===== config.mk =====
export PLATFORM = sky130hd
export DESIGN_NAME = data_mem_arbiter
export DESIGN_NICKNAME = d
export VERILOG_FILES = /design/src/rtl/gpu_pkg.sv /design/src/rtl/rr_priority_pick.sv /design/src/rtl/data_mem_arbiter.sv
export SDC_FILE = /design/constraint.sdc
export NUM_CORES = 1
export LEC_CHECK = 0
export BUFFER_PORTS_ARGS = -buffer_cell sky130_fd_sc_hd__clkbuf_2
export CORE_MARGIN = 2
export CORE_UTILIZATION = 51
export DETAILED_ROUTE_END_ITERATION = 7
export GPL_TIMING_DRIVEN = 0
export PLACE_DENSITY = 0.82
export SLEW_MARGIN = 20
export SYNTH_ARGS = -nofsm -noshare
export SYNTH_HDL_FRONTEND = slang
export SYNTH_SLANG_ARGS = --single-unit

===== constraint.sdc =====
create_clock -name clk -period 2.1 [get_ports clk]
set_input_delay 0.21 -clock clk [delete_from_list [all_inputs] [get_ports clk]]
set_output_delay 0.21 -clock clk [all_outputs]
set_load 0.02 [all_outputs]

===== src/rtl/gpu_pkg.sv =====
// Shared GPU definitions: arbiter state encodings, default core sizing and
// compute-state codes that the memory controller and cores both rely on.
package gpu_pkg;
  localparam logic [1:0] ARB_IDLE     = 2'd0;
  localparam logic [1:0] ARB_BUSY     = 2'd1;
  localparam logic [1:0] ARB_COOLDOWN = 2'd2;

  localparam int DEFAULT_NUM_CORES   = 4;
  localparam int DEFAULT_MAX_THREADS = 4;

  // Compute-core states; core_release is raised when a core enters WRITEBACK.
  localparam logic [3:0] IDLE      = 4'd0;
  localparam logic [3:0] FETCH     = 4'd1;
  localparam logic [3:0] DECODE    = 4'd2;
  localparam logic [3:0] REQUEST   = 4'd3;
  localparam logic [3:0] WAIT      = 4'd4;
  localparam logic [3:0] EXECUTE   = 4'd5;
  localparam logic [3:0] WRITEBACK = 4'd6;
  localparam logic [3:0] DONE      = 4'd7;
endpackage


===== src/rtl/rr_priority_pick.sv =====
// Combinational rotating priority search: first set bit of req at or above
// rr_ptr, wrapping modulo NUM_CORES.
module rr_priority_pick #(
  parameter int NUM_CORES = 4,
  parameter int CW        = $clog2(NUM_CORES)
) (
  input  logic [NUM_CORES-1:0] req,
  input  logic [CW-1:0]        rr_ptr,
  output logic                 found,
  output logic [CW-1:0]        pick
);
  // Walk offsets from farthest to nearest so the nearest hit is the last write.
  always_comb begin
    found = 1'b0;
    pick  = '0;
    for (int i = NUM_CORES - 1; i >= 0; i--) begin
      int idx;
      idx = int'(rr_ptr) + i;
      if (idx >= NUM_CORES) idx = idx - NUM_CORES;
      if (req[idx]) begin
        found = 1'b1;
        pick  = CW'(idx);
      end
    end
  end
endmodule


===== src/rtl/data_mem_arbiter.sv =====
// Round-robin owner of the shared data-memory channels: one core holds the
// grant for a whole transaction, with a hold-time watchdog against hung cores.
module data_mem_arbiter
  import gpu_pkg::*;
#(
  parameter int NUM_CORES   = DEFAULT_NUM_CORES,
  parameter int MAX_THREADS = DEFAULT_MAX_THREADS,
  parameter int MAX_HOLD    = 64,
  parameter int CW          = $clog2(NUM_CORES)
) (
  input  logic                 clk,
  input  logic                 reset,
  input  logic [NUM_CORES-1:0] core_read_req,
  input  logic [NUM_CORES-1:0] core_write_req,
  input  logic [NUM_CORES-1:0] core_release,
  output logic                 grant_valid,
  output logic [CW-1:0]        grant_core,
  output logic [NUM_CORES-1:0] grant_onehot,
  output logic                 grant_is_write,
  output logic                 busy,
  output logic                 timeout_err
);
  localparam int HW = $clog2(MAX_HOLD + 1);

  logic [1:0]           state;
  logic [CW-1:0]        rr_ptr;
  logic [HW-1:0]        hold_cnt;
  logic [NUM_CORES-1:0] req;
  logic                 found;
  logic [CW-1:0]        pick;
  logic [CW-1:0]        pick_next;
  logic [NUM_CORES-1:0] pick_onehot;
  logic                 released;
  logic                 expired;

  assign req = core_read_req | core_write_req;

  rr_priority_pick #(.NUM_CORES(NUM_CORES), .CW(CW)) u_pick (
    .req    (req),
    .rr_ptr (rr_ptr),
    .found  (found),
    .pick   (pick)
  );

  // Explicit wrap so non-power-of-2 core counts rotate correctly.
  assign pick_next   = (pick == CW'(NUM_CORES - 1)) ? '0 : pick + CW'(1);
  assign pick_onehot = {{(NUM_CORES-1){1'b0}}, 1'b1} << pick;
  // grant_onehot masks out releases from cores that do not own the channel.
  assign released    = |(core_release & grant_onehot);
  assign expired     = (hold_cnt == HW'(MAX_HOLD - 1));

  always_ff @(posedge clk) begin
    if (reset) begin
      state          <= ARB_IDLE;
      rr_ptr         <= '0;
      hold_cnt       <= '0;
      grant_valid    <= 1'b0;
      grant_core     <= '0;
      grant_onehot   <= '0;
      grant_is_write <= 1'b0;
      busy           <= 1'b0;
      timeout_err    <= 1'b0;
    end else begin
      case (state)
        ARB_IDLE: begin
          if (found) begin
            grant_valid    <= 1'b1;
            grant_core     <= pick;
            grant_onehot   <= pick_onehot;
            grant_is_write <= core_write_req[pick];
            rr_ptr         <= pick_next;
            hold_cnt       <= '0;
            busy           <= 1'b1;
            state          <= ARB_BUSY;
          end
        end
        ARB_BUSY: begin
          if (released || expired) begin
            grant_valid    <= 1'b0;
            grant_onehot   <= '0;
            grant_is_write <= 1'b0;
            if (!released) timeout_err <= 1'b1;
            state          <= ARB_COOLDOWN;
          end else begin
            hold_cnt <= hold_cnt + HW'(1);
          end
        end
        ARB_COOLDOWN: begin
          hold_cnt <= '0;
          busy     <= 1'b0;
          state    <= ARB_IDLE;
        end
        default: begin
          busy  <= 1'b0;
          state <= ARB_IDLE;
        end
      endcase
    end
  end
endmodule


==> After elaboration in Yosys (flattened, before gate mapping) <==
Index checks and enable logic that the tools add are counted.
{ "word_totals": {"wordCells": 92, "input_bits": 14, "reg_bits": 21, "output_inout_bits": 10} }
{ "classes": {"reduce_logical": 11, "magnitude_cmp": 9, "muxes": 42, "n_eq_ne": 7, "n_addsub": 9, "shifts": 1, "bitwise": 4} }
{ "ops": {"columns": ["cell", "n"], "rows": [
  ["less-than comparator 32 x 4 -> 1 bit, second input constant", 4],
  ["2-to-1 mux 32 bit", 4],
  ["greater-or-equal comparator 32 x 4 -> 1 bit, second input constant", 3],
  ["subtractor 32 x 4 -> 32 bit, second input constant", 3],
  ["one-hot mux 7 bit (3 select lines)", 1],
  ["2-to-1 mux 1 bit", 16],
  ["2-to-1 mux 2 bit", 7],
  ["2-to-1 mux 7 bit", 2],
  ["binary-select mux 1 bit (select 2 bit)", 5],
  ["AND reduction 3 bit", 3],
  ["2-to-1 mux 4 bit", 2],
  ["one-hot mux 4 bit (2 select lines)", 1],
  ["adder 7 x 1 -> 7 bit, second input constant", 1],
  ["== test 7 x 6 -> 1 bit, second input constant", 1],
  ["adder 2 x 2 -> 3 bit, second input constant", 2],
  ["inequality test 2 bit, second input constant", 3],
  ["one-hot mux 1 bit (2 select lines)", 3],
  ["AND reduction 2 bit", 3],
  ["bitwise AND 4 bit", 1],
  ["== test 2 bit, second input constant", 2],
  ["bitwise OR 4 bit", 1],
  ["one-hot mux 2 bit (2 select lines)", 1],
  ["OR reduction 4 bit", 1],
  ["<< shifter 1 x 2 -> 4 bit, first input constant", 1],
  ["11 further kinds", 12]
]} }

==> Depth between registers and ports, before layout <==
Gate-level depths: netlist of the first run.
{ "depth": {"word_depth": 14, "mapped_depth": 8} }

==> Cells and area by module <==
From an unflattened synthesis of the first run, not the netlist that was laid out.
{ "hier_totals": {"hier_cells": 124, "area_unflattened_um2": 1117.3} }
{ "modules_own_cells": {"columns": ["module", "n_inst", "seq_area_each_um2", "area_each_um2", "cells_per_inst"], "rows": [
  ["data_mem_arbiter", 1, 420.4, 1039.7, 111],
  ["rr_priority_pick", 1, 0.0, 77.6, 13]
]} }

==> Least setup slack after synthesis of the first run <==
No wires, ideal clock.
{ "synth_path": {"path_kind": "register to register", "from": "register hold_cnt[0]", "to": "register grant_is_write", "setup_ns": 0.127, "n_path_buf": 0, "path_stages_with_launch": 8, "arrival_ns": 1.538, "slack_ns": 0.435, "cell_sequence": "dfxtp_1 ha_1 nand3_1 or3_4 a21bo_1 and2_4 a2bb2oi_1 a21oi_1"} }
{ "synth_via": {"elab_chain_cells": 4} }
{ "synth_rtl": {"columns": ["item", "line", "rtl"], "rows": [
  ["from (decl)", "data_mem_arbiter.sv:27", "logic [HW-1:0] hold_cnt;"],
  ["from (signal assigned)", "data_mem_arbiter.sv:85", "hold_cnt <= hold_cnt + HW'(1);"],
  ["== test 7 x 6 -> 1 bit", "data_mem_arbiter.sv:50", "assign expired = (hold_cnt == HW'(MAX_HOLD - 1));"],
  ["logical OR 1 bit", "data_mem_arbiter.sv:78", "if (released || expired) begin"],
  ["inequality test 2 bit (no source line)", null, null],
  ["AND reduction 3 bit (no source line)", null, null],
  ["to (signal assigned)", "data_mem_arbiter.sv:70", "grant_is_write <= core_write_req[pick];"],
  ["to (decl)", "data_mem_arbiter.sv:19", "output logic grant_is_write,"]
]} }
Every way passes these cells.
A chain may end at the register's enable or synchronous reset.

==> Final worst setup path of the first run <==
{ "layout_path": {"from": "register rr_ptr[0]", "to": "register grant_onehot[2]"} }
{ "layout_via": {"elab_chain_cells": 13} }
{ "layout_rtl": {"columns": ["item", "line", "rtl"], "rows": [
  ["from (decl)", "data_mem_arbiter.sv:26", "logic [CW-1:0] rr_ptr;"],
  ["from (signal assigned)", "data_mem_arbiter.sv:71", "rr_ptr <= pick_next;"],
  ["adder 2 x 2 -> 3 bit", "rr_priority_pick.sv:18", "idx = int'(rr_ptr) + i;"],
  ["subtractor 32 x 4 -> 32 bit / greater-or-equal comparator 32 x 4 -> 1 bit (equally long branches)", "rr_priority_pick.sv:19", "if (idx >= NUM_CORES) idx = idx - NUM_CORES;"],
  ["2-to-1 mux 32 bit", "rr_priority_pick.sv:19", null],
  ["binary-select mux 1 bit (select 2 bit)", "rr_priority_pick.sv:20", "if (req[idx]) begin"],
  ["2-to-1 mux 1 bit (not written as such) (2 in a row)", "rr_priority_pick.sv:20", null],
  ["2-to-1 mux 2 bit (3 in a row)", "rr_priority_pick.sv:20", null],
  ["2-to-1 mux 2 bit *", "rr_priority_pick.sv:20", null],
  ["via pick[0]", "data_mem_arbiter.sv:30", "logic [CW-1:0] pick;"],
  ["<< shifter 1 x 2 -> 4 bit *", "data_mem_arbiter.sv:47", "assign pick_onehot = {{(NUM_CORES-1){1'b0}}, 1'b1} << pick;"],
  ["2-to-1 mux 4 bit *", "data_mem_arbiter.sv:66", "if (found) begin"],
  ["one-hot mux 4 bit (2 select lines) *", "data_mem_arbiter.sv:64", "case (state)"],
  ["to (signal assigned)", "data_mem_arbiter.sv:69", "grant_onehot <= pick_onehot;"],
  ["to (decl)", "data_mem_arbiter.sv:18", "output logic [NUM_CORES-1:0] grant_onehot,"]
]} }
The timed path passes the listed nets; every way through them passes the cells marked *. The select of a mux whose other input is x is not followed.

==> results.py, run 1 <==
metrics = {
    "pwr": {
        "leakage_uw": 0.000521,
        "clkPwrFrac": 0.178,
        "power.density_nw_per_um2": 888,
        "p_sw_uw": 387,
        "peakVddDrop_mv": 0.516,
        "comb_power_share": 0.354,
        "pwr-share-seq": 0.468,
        "intPower_uw": 681,
        "p_sw_frac": 0.363,
    },
    "finish": {
        "area_growth_pct": 16.5,
        "drive_above_1_share": 0.228,
        "diodes": 0,
        "nFillCells": 187,
        "regArea_sq_um": 420,
        "design.final.nets": 165,
        "multi_input_area_sq_um": 579,
    },
    "critical_path": {
        "end_kind": "flop",
        "critPathMaxFanout": 5,
        "crit_path_start_kind": "flop",
        "critPathArrivalTime_ns": 2.09,
        "critical_path.cell_chain": "o21bai_1 -> o311ai_0 -> a21oi_1 -> inv_1 -> ha_1 -> a22oi_1 -> nor2_1",
        "cp.required_ns": 2.29,
        "crit_buf_inv": 1,
        "max_stage_delay_ns": 0.43,
        "crit_type": "flop to flop",
        "crit_family": "compound AO/OA/AOI/OAI gates",
        "cpMaxStageDelayCell": "dfxtp_1",
    },
    "yosys": {
        "synth_nets": 138,
        "synth_compound_area_frac": 0.220,
        "synth_top_area_frac": 0.407,
        "synth_cells": 119,
        "synth_xor_area_frac": 0.0339,
        "synth_edf_count": 0,
        "ys_seq_area_frac": 0.407,
        "synth_cell_type_count": 40,
        "async_flop_share": 0,
        "ys_ff_latch": 21,
        "syn_area_sq_um": 1030,
        "synth_mux_area_frac": 0.00969,
        "synth_area_leaders": "dfxtp_1 (41%), nor2_1 (7.6%), ha_1 (6.1%)",
        "synth-main-ff-cell": "dfxtp_1",
        "synth_top_family_by_area": "simple AND/OR/NAND/NOR gates",
        "yosys_warnings": 0,
        "avgSynthCellArea_sq_um": 8.68,
        "synth_top_cell_by_area": "dfxtp_1",
        "synthAdderAreaFrac": 0.0605,
        "yosys.area_share.simple": 0.236,
    },
    "sta": {
        "finalSetupViolations": 0,
        "worst_pin_slew_ns": 0.453,
        "drv_slew": 0,
        "whs_ns": 0.250,
        "finalSetupTns_ns": 0,
        "final.period_utilization": 0.906,
        "hold_violations": 0,
        "layout_min_cycle_time_ns": 1.90,
        "fmax_ghz": 0.525,
        "skew_ns": 0.00754,
        "relSlewSlack": 0.696,
        "rsz0062_at_grt": "false",
    },
    "route": {
        "drt-pass1-iter-count": 4,
        "viasPerCell": 5.41,
        "drc": 0,
        "wl_per_cell_um": 13.0,
        "drt_wl_total_um": 2240,
        "drt_iter0_drc": 13,
        "ant_nets": 0,
        "vias": 931,
    },
    "cts": {
        "htreeDepth": 1,
        "clk_pin_slew_worst_paths_ns": 0.11,
        "clkSinkCount": 21,
        "postCtsSetupBuffers": 0,
        "ctsHoldBuffers": 0,
        "cts_root_buffer": "clkbuf_4",
        "clk_path_buf_depth": 2,
        "cts_buffers": 3,
        "cts_tree": "done",
        "cts-resized-gates": 0,
        "clkLatencyLatePin_ns": 0.30,
    },
    "floorplan": {
        "die_w_um": 49.0,
        "die_y_um": 49.0,
        "dieArea_sq_um": 2400,
        "core_region_area_sq_um": 1940,
        "num_io_pins": 24,
        "start_util": 0.532,
        "rows": 16,
    },
    "grt": {
        "grt_pass1_wl_um": 3730,
        "antenna_found_initial": 0,
        "grt_usage": 0.200,
        "first_global_vias": 905,
        "grt_start_max_net_pins": 12,
        "grt_overflow": 0,
    },
    "place": {
        "io_buffers": 22,
        "dp_hpwl_um": 1760,
        "gp_congestion": 0.795,
    },
    "hold_path": {
        "hold_path.class": "input port to flop",
    },
    "outcome": {
        "status": "finished, final reports clean",
    },
    "job": {
        "drv_cap": 0,
    },
}
## per-stage QoR
| stage | worst slack, ns | std cells | area [sq um] | power (uW) | util |
|---|---|---|---|---|---|
| after floorplan | 0.435 | 119 | 1030 | 775 | - |
| after global placement | 0.324 | 168 | 1180 | 867 | 0.606 |
| after detailed placement | 0.240 | 168 | 1180 | 885 | 0.606 |
| after CTS | 0.220 | 172 | 1200 | 1070 | 0.620 |
| after global routing | 0.123 | 172 | 1200 | 1130 | 0.620 |
| final | 0.197 | 172 | 1200 | 1070 | 0.620 |
## cells in the mapped netlist (2+ instances only)
master,count
xor2_1,3
clkbuf_1,2
nand4_1,3
and3_1,2
o21bai_1,2
nor2_1,21
inv_1,5
nor3_1,3
nand3_1,3
a22oi_1,5
a21boi_0,2
dfxtp_1,21
nand2_1,6
ha_1,5
o21ai_0,2
a21oi_1,10
## state kept, by name (all words and copies together) (netlist names)
signal and flops:
hold_cnt 7, grant_onehot 4, grant_core 2, rr_ptr 2, state 2, busy 1, grant_is_write 1, grant_valid 1
timeout_err 1
## placed cells by master, fill, tap and decap left out, types with 3 or more instances in the layout
master and instances:
inv_1 5, nand2_1 6, dfxtp_1 21, nor3_1 3
nor2_1 21, a22oi_1 5, clkbuf_1 3, clkbuf_2 22
xor2_1 3, a21oi_1 10, clkbuf_4 3, nand3_1 3
nand4_1 3, ha_1 5
## metal layers
layer,vias to the layer above,global-route usage,share of wire
li1,475,-,-
met1,424,0.222,0.43
met2,28,0.363,0.52
met3,4,0.0184,0.034
met4,0,0.129,0.019
met5,-,0,0
## path summary, 6_finish.rpt
| check | start | endpoint | slack, ns | depth (start not counted) |
|---|---|---|---|---|
| max | rr_ptr[0] | grant_onehot[2] | 0.20 | 7 |
| min | reset | grant_core[1] | 0.25 | 2 |
| max reg2reg | rr_ptr[0] | grant_onehot[2] | 0.20 | 7 |
| min reg2reg | grant_core[1] | grant_core[1] | 0.46 | 2 |
## cells by family (layout without fill, tap and decap cells)
logic type,after synthesis,after routing
fa+ha+maj,5,5
flops,21,21
mux,1,1
buf+inv,8,34
xor+xnor,4,4
simple gates,49,49
compound gates,31,31
## power groups by stage
stage	clock, uW	sequential (uW)	combinational [uW]
global placement	0	502	365
finish	190	500	378
detailed placement	0	507	378
floorplan	0	535	241
CTS	195	499	379
global route	213	507	414
## layout make-up
cell class,instances,area share
multi-input cells,90,0.481
clock buffers,4,0.0218
plain buffers,3,0.0125
repair buffers,22,0.0915
flip-flops and latches,21,0.349
inverters,5,0.0156
well taps,27,0.0281
Power figures use the tool's default switching activity.
==> inputs of run 2 (changes only) <==
--- a/config.mk
+++ b/config.mk
@@ -10,6 +10,7 @@
 export CORE_UTILIZATION = 51
 export DETAILED_ROUTE_END_ITERATION = 7
 export GPL_TIMING_DRIVEN = 0
+export MAX_ROUTING_LAYER = met4
 export PLACE_DENSITY = 0.82
 export SLEW_MARGIN = 20
 export SYNTH_ARGS = -nofsm -noshare
==> run 2 against run 1 <==
Largest cell class unchanged. Critical endpoint unchanged. Sequential share of layout area stayed put. Sequential power about the same. Clock-buffer cell count unchanged.
==> results.py, run 2 (synthesis gave the netlist of run 1 again) <==
metrics = {
    "outcome": {
        "status": "finished, final reports clean",
    },
    "pwr": {
        "peakVddDrop_mv": 0.517,
        "finalPower_uw": 1070,
        "leakage_uw": 0.000521,
        "power.density_nw_per_um2": 889,
    },
    "grt": {
        "grt_overflow": 0,
        "antenna_found_initial": 0,
        "grt_usage": 0.206,
        "first_global_vias": 904,
        "grt_pass1_wl_um": 3730,
        "grt_start_max_net_pins": 12,
    },
    "cts": {
        "cts_buffers": 3,
        "clkSinkCount": 21,
        "cts_root_buffer": "clkbuf_4",
        "clk_path_buf_depth": 2,
        "clkLatencyLatePin_ns": 0.30,
        "postCtsSetupBuffers": 0,
        "cts-resized-gates": 0,
        "cts_tree": "done",
        "htreeDepth": 1,
        "clk_pin_slew_worst_paths_ns": 0.11,
        "ctsHoldBuffers": 0,
    },
    "finish": {
        "largest_reg_flops": 7,
        "final_common_cell": "clkbuf_2",
        "reg.largest.list": "hold_cnt x7, grant_onehot x4",
        "diodes": 0,
        "area_growth_pct": 16.5,
        "drive_above_1_share": 0.228,
        "largest-register": "hold_cnt",
        "layout_common_cells": "clkbuf_2 (22), nor2_1 (21), dfxtp_1 (21)",
        "design.final.nets": 165,
        "fin_cells": 172,
    },
    "critical_path": {
        "worstReg2RegEnd": "grant_onehot[2]",
        "ff2ff_setup_slack_ns": 0.21,
        "critPathArrivalTime_ns": 2.08,
        "end_kind": "flop",
        "reg2reg_depth": 7,
        "max_stage_delay_ns": 0.43,
        "crit_path_start": "rr_ptr[0]",
        "cp.required_ns": 2.29,
        "crit_type": "flop to flop",
        "critical_path.cell_chain": "o21bai_1 -> o311ai_0 -> a21oi_1 -> inv_1 -> ha_1 -> a22oi_1 -> nor2_1",
        "crit_path_start_kind": "flop",
        "cpMaxStageDelayCell": "dfxtp_1",
        "r2r-start": "rr_ptr[0]",
        "critPathMaxFanout": 5,
    },
    "sta": {
        "finalSetupTns_ns": 0,
        "finalSetupViolations": 0,
        "whs_ns": 0.249,
        "hold_violations": 0,
        "worst_pin_slew_ns": 0.453,
        "fmax_ghz": 0.528,
        "rsz0062_at_grt": "false",
        "relSlewSlack": 0.696,
        "drv_slew": 0,
        "skew_ns": 0.00757,
        "final.period_utilization": 0.902,
        "layout_min_cycle_time_ns": 1.89,
    },
    "route": {
        "drt-pass1-iter-count": 4,
        "drc": 0,
        "viasPerCell": 5.50,
        "drt_iter0_drc": 13,
        "wl_per_cell_um": 13.2,
        "drt_wl_total_um": 2270,
        "ant_nets": 0,
        "vias": 946,
    },
    "floorplan": {
        "die_y_um": 49.0,
        "start_util": 0.532,
        "rows": 16,
        "core_region_area_sq_um": 1940,
        "die_w_um": 49.0,
        "num_io_pins": 24,
        "dieArea_sq_um": 2400,
    },
    "hold_path": {
        "hold_path_startpoint": "reset",
        "hold_path.class": "input port to flop",
        "worst_hold_path.endpoint": "grant_core[1]",
        "whs_path_depth": 2,
    },
    "place": {
        "gp_congestion": 0.806,
        "place_inst": 168,
        "io_buffers": 22,
        "dp_hpwl_um": 1760,
    },
    "job": {
        "drv_cap": 0,
    },
}
-- run 2: cell counts in the layout (fill, tap and decap cells not counted) --
Identical to the previous run, type by type.
-- run 2: worst max-delay path by stage --
stage	to	slack (ns)
after detailed placement	grant_onehot[2]	0.24
after global routing	grant_onehot[0]	0.12
after CTS	grant_onehot[2]	0.22
after global placement	grant_is_write	0.32
after floorplan	grant_is_write	0.43
final	grant_onehot[2]	0.21
-- run 2: final cells by class --
| cell class | count | area, sq um |
|---|---|---|
| inverters | 5 | 18.8 |
| fillers | 187 | 738 |
| flip-flops and latches | 21 | 420 |
| multi-input cells | 90 | 579 |
| clock buffers | 4 | 26.3 |
| well taps | 27 | 33.8 |
| repair buffers | 22 | 110 |
| plain buffers | 3 | 15.0 |
-- run 2: per-stage QoR --
step | cell area (sq um) | util | setup slack [ns]
floorplan | 1030 | - | 0.435
global placement | 1180 | 0.606 | 0.324
detailed placement | 1180 | 0.606 | 0.240
CTS | 1200 | 0.620 | 0.220
global route | 1200 | 0.620 | 0.123
finish | 1200 | 0.620 | 0.206
-- run 2: layer usage --
layer,wire [um],track usage,part of all wire
met4,45,0.129,0.020
met5,0,-,0
met3,80,0.0184,0.035
met2,1180,0.363,0.52
met1,962,0.222,0.42
-- run 2: power by group --
group	total (uW)	internal (uW)	switching [uW]
registers	500	449	50.8
logic	380	158	222
clock network	190	73.9	116
-- run 2: critical path, delay by kind of cell (launching register included) --
kind                       cells  cell delay (ns)
AOI/OAI and AO/OA              4             0.91
DFF                            1             0.43
adders and majority gates      1             0.24
buffers and inverters          1             0.16
and+or+nand+nor                1             0.05
